--- src/rtl/regfile_ctrl_pkg.sv ---
// Shared op-codes, FSM state encoding and default widths for the register-file
// port controller.
package regfile_ctrl_pkg;

   localparam int DEF_ADDR_W = 3;
   localparam int DEF_DATA_W = 8;

   localparam logic [1:0] OP_WRITE = 2'b00;
   localparam logic [1:0] OP_READ  = 2'b01;
   localparam logic [1:0] OP_COPY  = 2'b10;
   localparam logic [1:0] OP_CLEAR = 2'b11;

   typedef enum logic [2:0] {
      S_IDLE  = 3'd0,
      S_WR    = 3'd1,
      S_RD    = 3'd2,
      S_RSP   = 3'd3,
      S_CP_RD = 3'd4,
      S_CP_WR = 3'd5,
      S_CLR   = 3'd6
   } state_t;

endpackage

--- src/rtl/regfile_port_ctrl.sv ---
// Command sequencer in front of Register_File: write, dual read with a
// valid/ready response, copy, and a sweep that zeroes every register.
module regfile_port_ctrl
   import regfile_ctrl_pkg::*;
#(
   parameter int ADDR_W = DEF_ADDR_W,
   parameter int DATA_W = DEF_DATA_W
) (
   input  logic              clk,
   input  logic              reset,
   input  logic              cmd_valid,
   output logic              cmd_ready,
   input  logic [1:0]        cmd_op,
   input  logic [ADDR_W-1:0] cmd_addr_a,
   input  logic [ADDR_W-1:0] cmd_addr_b,
   input  logic [DATA_W-1:0] cmd_data,
   output logic              rsp_valid,
   input  logic              rsp_ready,
   output logic [DATA_W-1:0] rsp_data_1,
   output logic [DATA_W-1:0] rsp_data_2,
   output logic [ADDR_W-1:0] rf_read_addr_1,
   output logic [ADDR_W-1:0] rf_read_addr_2,
   output logic [ADDR_W-1:0] rf_write_addr,
   output logic [DATA_W-1:0] rf_write_data,
   output logic              rf_RegWrite,
   input  logic [DATA_W-1:0] rf_read_data_1,
   input  logic [DATA_W-1:0] rf_read_data_2,
   output logic              busy
);

   localparam logic [ADDR_W-1:0] CNT_LAST = '1;

   state_t            state_reg;
   logic [ADDR_W-1:0] clr_cnt_reg;

   assign cmd_ready = (state_reg == S_IDLE);
   assign busy      = (state_reg != S_IDLE);

   // rf_write_data doubles as the copy holding register: the source value is
   // captured straight into it during CP_RD and written out in CP_WR.
   always_ff @(posedge clk or negedge reset) begin
      if (!reset) begin
         state_reg      <= S_IDLE;
         clr_cnt_reg    <= '0;
         rsp_valid      <= 1'b0;
         rsp_data_1     <= '0;
         rsp_data_2     <= '0;
         rf_read_addr_1 <= '0;
         rf_read_addr_2 <= '0;
         rf_write_addr  <= '0;
         rf_write_data  <= '0;
         rf_RegWrite    <= 1'b0;
      end else begin
         case (state_reg)
            S_IDLE: begin
               if (cmd_valid) begin
                  case (cmd_op)
                     OP_WRITE: begin
                        rf_write_addr <= cmd_addr_a;
                        rf_write_data <= cmd_data;
                        rf_RegWrite   <= 1'b1;
                        state_reg     <= S_WR;
                     end
                     OP_READ: begin
                        rf_read_addr_1 <= cmd_addr_a;
                        rf_read_addr_2 <= cmd_addr_b;
                        state_reg      <= S_RD;
                     end
                     OP_COPY: begin
                        rf_read_addr_1 <= cmd_addr_a;
                        rf_write_addr  <= cmd_addr_b;
                        state_reg      <= S_CP_RD;
                     end
                     default: begin
                        clr_cnt_reg   <= '0;
                        rf_write_addr <= '0;
                        rf_write_data <= '0;
                        rf_RegWrite   <= 1'b1;
                        state_reg     <= S_CLR;
                     end
                  endcase
               end
            end
            S_WR: begin
               rf_RegWrite <= 1'b0;
               state_reg   <= S_IDLE;
            end
            S_RD: begin
               rsp_data_1 <= rf_read_data_1;
               rsp_data_2 <= rf_read_data_2;
               rsp_valid  <= 1'b1;
               state_reg  <= S_RSP;
            end
            S_RSP: begin
               if (rsp_ready) begin
                  rsp_valid <= 1'b0;
                  state_reg <= S_IDLE;
               end
            end
            S_CP_RD: begin
               rf_write_data <= rf_read_data_1;
               rf_RegWrite   <= 1'b1;
               state_reg     <= S_CP_WR;
            end
            S_CP_WR: begin
               rf_RegWrite <= 1'b0;
               state_reg   <= S_IDLE;
            end
            S_CLR: begin
               if (clr_cnt_reg == CNT_LAST) begin
                  clr_cnt_reg <= '0;
                  rf_RegWrite <= 1'b0;
                  state_reg   <= S_IDLE;
               end else begin
                  clr_cnt_reg   <= clr_cnt_reg + 1'b1;
                  rf_write_addr <= clr_cnt_reg + 1'b1;
               end
            end
            default: begin
               rf_RegWrite <= 1'b0;
               rsp_valid   <= 1'b0;
               state_reg   <= S_IDLE;
            end
         endcase
      end
   end

endmodule
--- config.mk ---
export PLATFORM = sky130hd
export DESIGN_NAME = regfile_port_ctrl
export DESIGN_NICKNAME = d
export VERILOG_FILES = /design/src/rtl/regfile_ctrl_pkg.sv /design/src/rtl/regfile_port_ctrl.sv
export SDC_FILE = /design/constraint.sdc
export NUM_CORES = 1
export LEC_CHECK = 0
export CAP_MARGIN = 20
export CORE_AREA = 5 5 70 72
export CTS_BUF_LIST = sky130_fd_sc_hd__clkbuf_4
export CTS_CLUSTER_DIAMETER = 30
export DETAILED_ROUTE_END_ITERATION = 6
export DIE_AREA = 0 0 75 77
export PLACE_DENSITY = 0.91
export SLEW_MARGIN = 30
export SYNTH_ARGS = -nofsm -noshare
export SYNTH_HDL_FRONTEND = slang
export SYNTH_SLANG_ARGS = --single-unit
--- constraint.sdc ---
create_clock -name clk -period 6 [get_ports clk]
set_clock_uncertainty 0.2 [all_clocks]
set_input_delay 1.2 -clock clk [delete_from_list [all_inputs] [get_ports clk]]
set_output_delay 1.2 -clock clk [all_outputs]
set_load 0.02 [all_outputs]
==> flow_summary.ini <==
[yosys]
yosysTopAreaCell = dfrtp_1
synth-simple-area-share = 0.109
synthXorXnorAreaFrac = 0
synth_flop_cell = dfrtp_1
synthCells = 167
synth_cell_type_count = 34
yosysTopAreaCellShare = 0.525
synthAdderAreaFrac = 0.0448
synth_mux_area_frac = 0.150
syn_nets = 210
synth-seq-cells = 41
synth_compound_area_frac = 0.129
syn_area_sq_um = 1950
async_flop_share = 1.00
synth_area_leaders = dfrtp_1, mux2_2, ha_1, a21oi_1, nor2_1
synth_edf_count = 0
synth_top_family_by_area = multiplexers
syn_area_per_cell_sq_um = 11.7
ys_warn_count = 0
ys_seq_area_frac = 0.525

[global_routing]
grt_util_all_layers = 0.165
antenna_found_initial = 0
grt_max_degree = 42
grt_overflow = 0
grt_pass1_vias = 1622
grt_pass1_wl_mm = 7.46

[critical_path]
cp.arrival_ns = 2.11
path_class = register to output port
r2r_setup_slack_ns = 3.91
critPathMaxFanout = 17
worstReg2RegStart = state_reg[2]$_DFFE_PN0P_
setup.worst_path.start_class = register
cp-end-kind = output port
rr_worst_depth = 2
worstPathRequired_ns = 4.60
reg2reg_to = rsp_data_1[4]$_DFFE_PN0N_

[clock_network]
post_cts_buffers = 0
clock_path_buffers = 2
insertion_delay_ns = 0.33
cts_tree = done
holdBufCountCts = 0
cts-resized-gates = 0
numCtsBuffers = 5
htree_levels = 2
clk_pin_slew_ns = 0.11
cts_sinks = 41
cts-root-buf = clkbuf_4

[routing]
first_pass_iters = 4
route.vias.total = 1548
wl_per_cell_um = 15.7
drtIter0Drc = 147
drt_wl_total_mm = 4.57
vias_per_cell = 5.32
route.detailed.drc = 0
postRouteAntennaNets = 0

[sta]
rsz0062_at_grt = no
hold_viol_final = 0
worst_pin_slew_ns = 0.801
maxSlewViolCount = 0
slew_headroom = 0.465
clock.fmax_ghz = 0.285
post-route-period-util = 0.585
finalWorstPathRequiredPeriod_ns = 3.51
worst_slack_ns = 2.49
setup_viol_count_final = 0
fin_tns_setup_ns = 0

[min_path]
hp-start = rsp_data_2[4]$_DFFE_PN0N_
hold_path_depth = 1
min_to = rsp_data_2[4]$_DFFE_PN0N_
hp-class = register to register

[floorplanning]
core_sq_um = 4230
die_height_um = 77
die_area_sq_um = 5780
rows = 24
die_w_um = 75
start_util = 0.462
num_io_pins = 73

[cells_and_area]
fin_util = 0.644
drive_gt1_frac = 0.167
top_regs = rf_write_data: 8 flops, rsp_data_1: 8 flops, rsp_data_2: 8 flops
multi_input_area_sq_um = 846
regArea_sq_um = 1030
diodes = 0
syn2layout_area_growth_pct = 39.5
nets = 282
fill_cells = 349

[run]
cap_violations = 0

[place]
portBuffers = 72
gp_congestion = 0.861
place.detailed.hpwl_mm = 3.52
pre_cts_slack_ns = 2.61

[outcome]
status = finished, final reports clean

[pwr]
peakVddDrop_v = 0.000314
finalPower_mw = 1.38
p_leak_nw = 1.14
powerDensity_nw_per_um2 = 505
[layout make-up]
type / count / area share
Tap cell: 52 / 0.0239
Multi-Input combinational cell: 113 / 0.310
Inverter: 6 / 0.00826
Timing Repair Buffer: 72 / 0.263
Sequential cell: 41 / 0.376
Clock buffer: 5 / 0.0138
Clock inverter: 2 / 0.00413
[power by group]
group / switching, mW / total [mW] / internal, mW / leakage [nW]
combinational: 0.351 / 0.743 / 0.392 / 0.629
sequential: 0.0970 / 0.507 / 0.410 / 0.491
clock: 0.0841 / 0.126 / 0.0422 / 0.0247
[cells in the mapped netlist (3+ instances only)]
master / number
dfrtp_1: 41
mux2_2: 26
nor2_1: 15
a21oi_1: 12
ha_1: 7
nand2_1: 7
nand3_1: 7
inv_1: 5
o21ai_0: 5
o22ai_1: 5
or3_1: 4
a31oi_1: 3
buf_4: 3
buf_6: 3
[metal layers]
metal | wire (um) | vias to the layer above | track usage | part of all wire
li1 | - | 744 | - | -
met1 | 1890 | 756 | 0.215 | 0.41
met2 | 2370 | 46 | 0.268 | 0.52
met3 | 298 | 2 | 0.0523 | 0.065
met4 | 11 | 0 | 0.0285 | 0.0024
met5 | 0 | - | 0 | 0
[layout by cell type (no fill, tap or decap), types with 2 or more instances in the layout]
master,instances
dfrtp_1,41
nand2_1,7
a31oi_1,3
a22o_1,2
mux2_2,26
nand3_1,7
o22ai_1,5
a22oi_1,2
a21oi_1,12
o21ai_0,5
or3_1,4
clkdlybuf4s50_1,71
clkbuf_4,5
nor2_1,15
nor3_1,2
ha_1,7
inv_1,5
a21o_1,2
[critical path: stages, from the launching register on]
cell             delay [ns]
dfrtp_1                0.60
or3_1                  0.50
inv_1                  0.09
clkdlybuf4s50_1        0.60
[per-stage QoR]
stage | cells | hold slack [ns] | area, sq um
6_report | 291 | 0.315 | 2730
5_1_grt | 291 | 0.333 | 2730
4_1_cts | 291 | 0.323 | 2720
3_5_place_dp | 284 | 0.289 | 2680
3_3_place_gp | 284 | 0.282 | 2680
2_1_floorplan | 167 | 0.270 | 1950
[cells by family (layout without fill, tap and decap cells)]
group,Yosys count,in the layout
compound gates,38,38
fa+ha+maj,7,7
buf+inv,13,85
flops,41,41
mux,26,26
simple gates,42,42
[worst max-delay path by stage]
stage                     cells past startpoint                      from                      endpoint  slack [ns]
after detailed placement                      7                 cmd_op[0]  rf_write_data[6]$_DFFE_PN0P_        2.61
after floorplan                               5                 cmd_op[1]  rf_write_addr[0]$_DFFE_PN0P_        3.37
after global placement                        7                 cmd_op[0]  rf_write_data[6]$_DFFE_PN0P_        2.69
after CTS                                     3  state_reg[2]$_DFFE_PN0P_                     cmd_ready        2.48
after global routing                          3  state_reg[2]$_DFFE_PN0P_                     cmd_ready        2.37
final                                         3  state_reg[2]$_DFFE_PN0P_                     cmd_ready        2.49
Note: power is estimated with default switching activity, not from simulation.
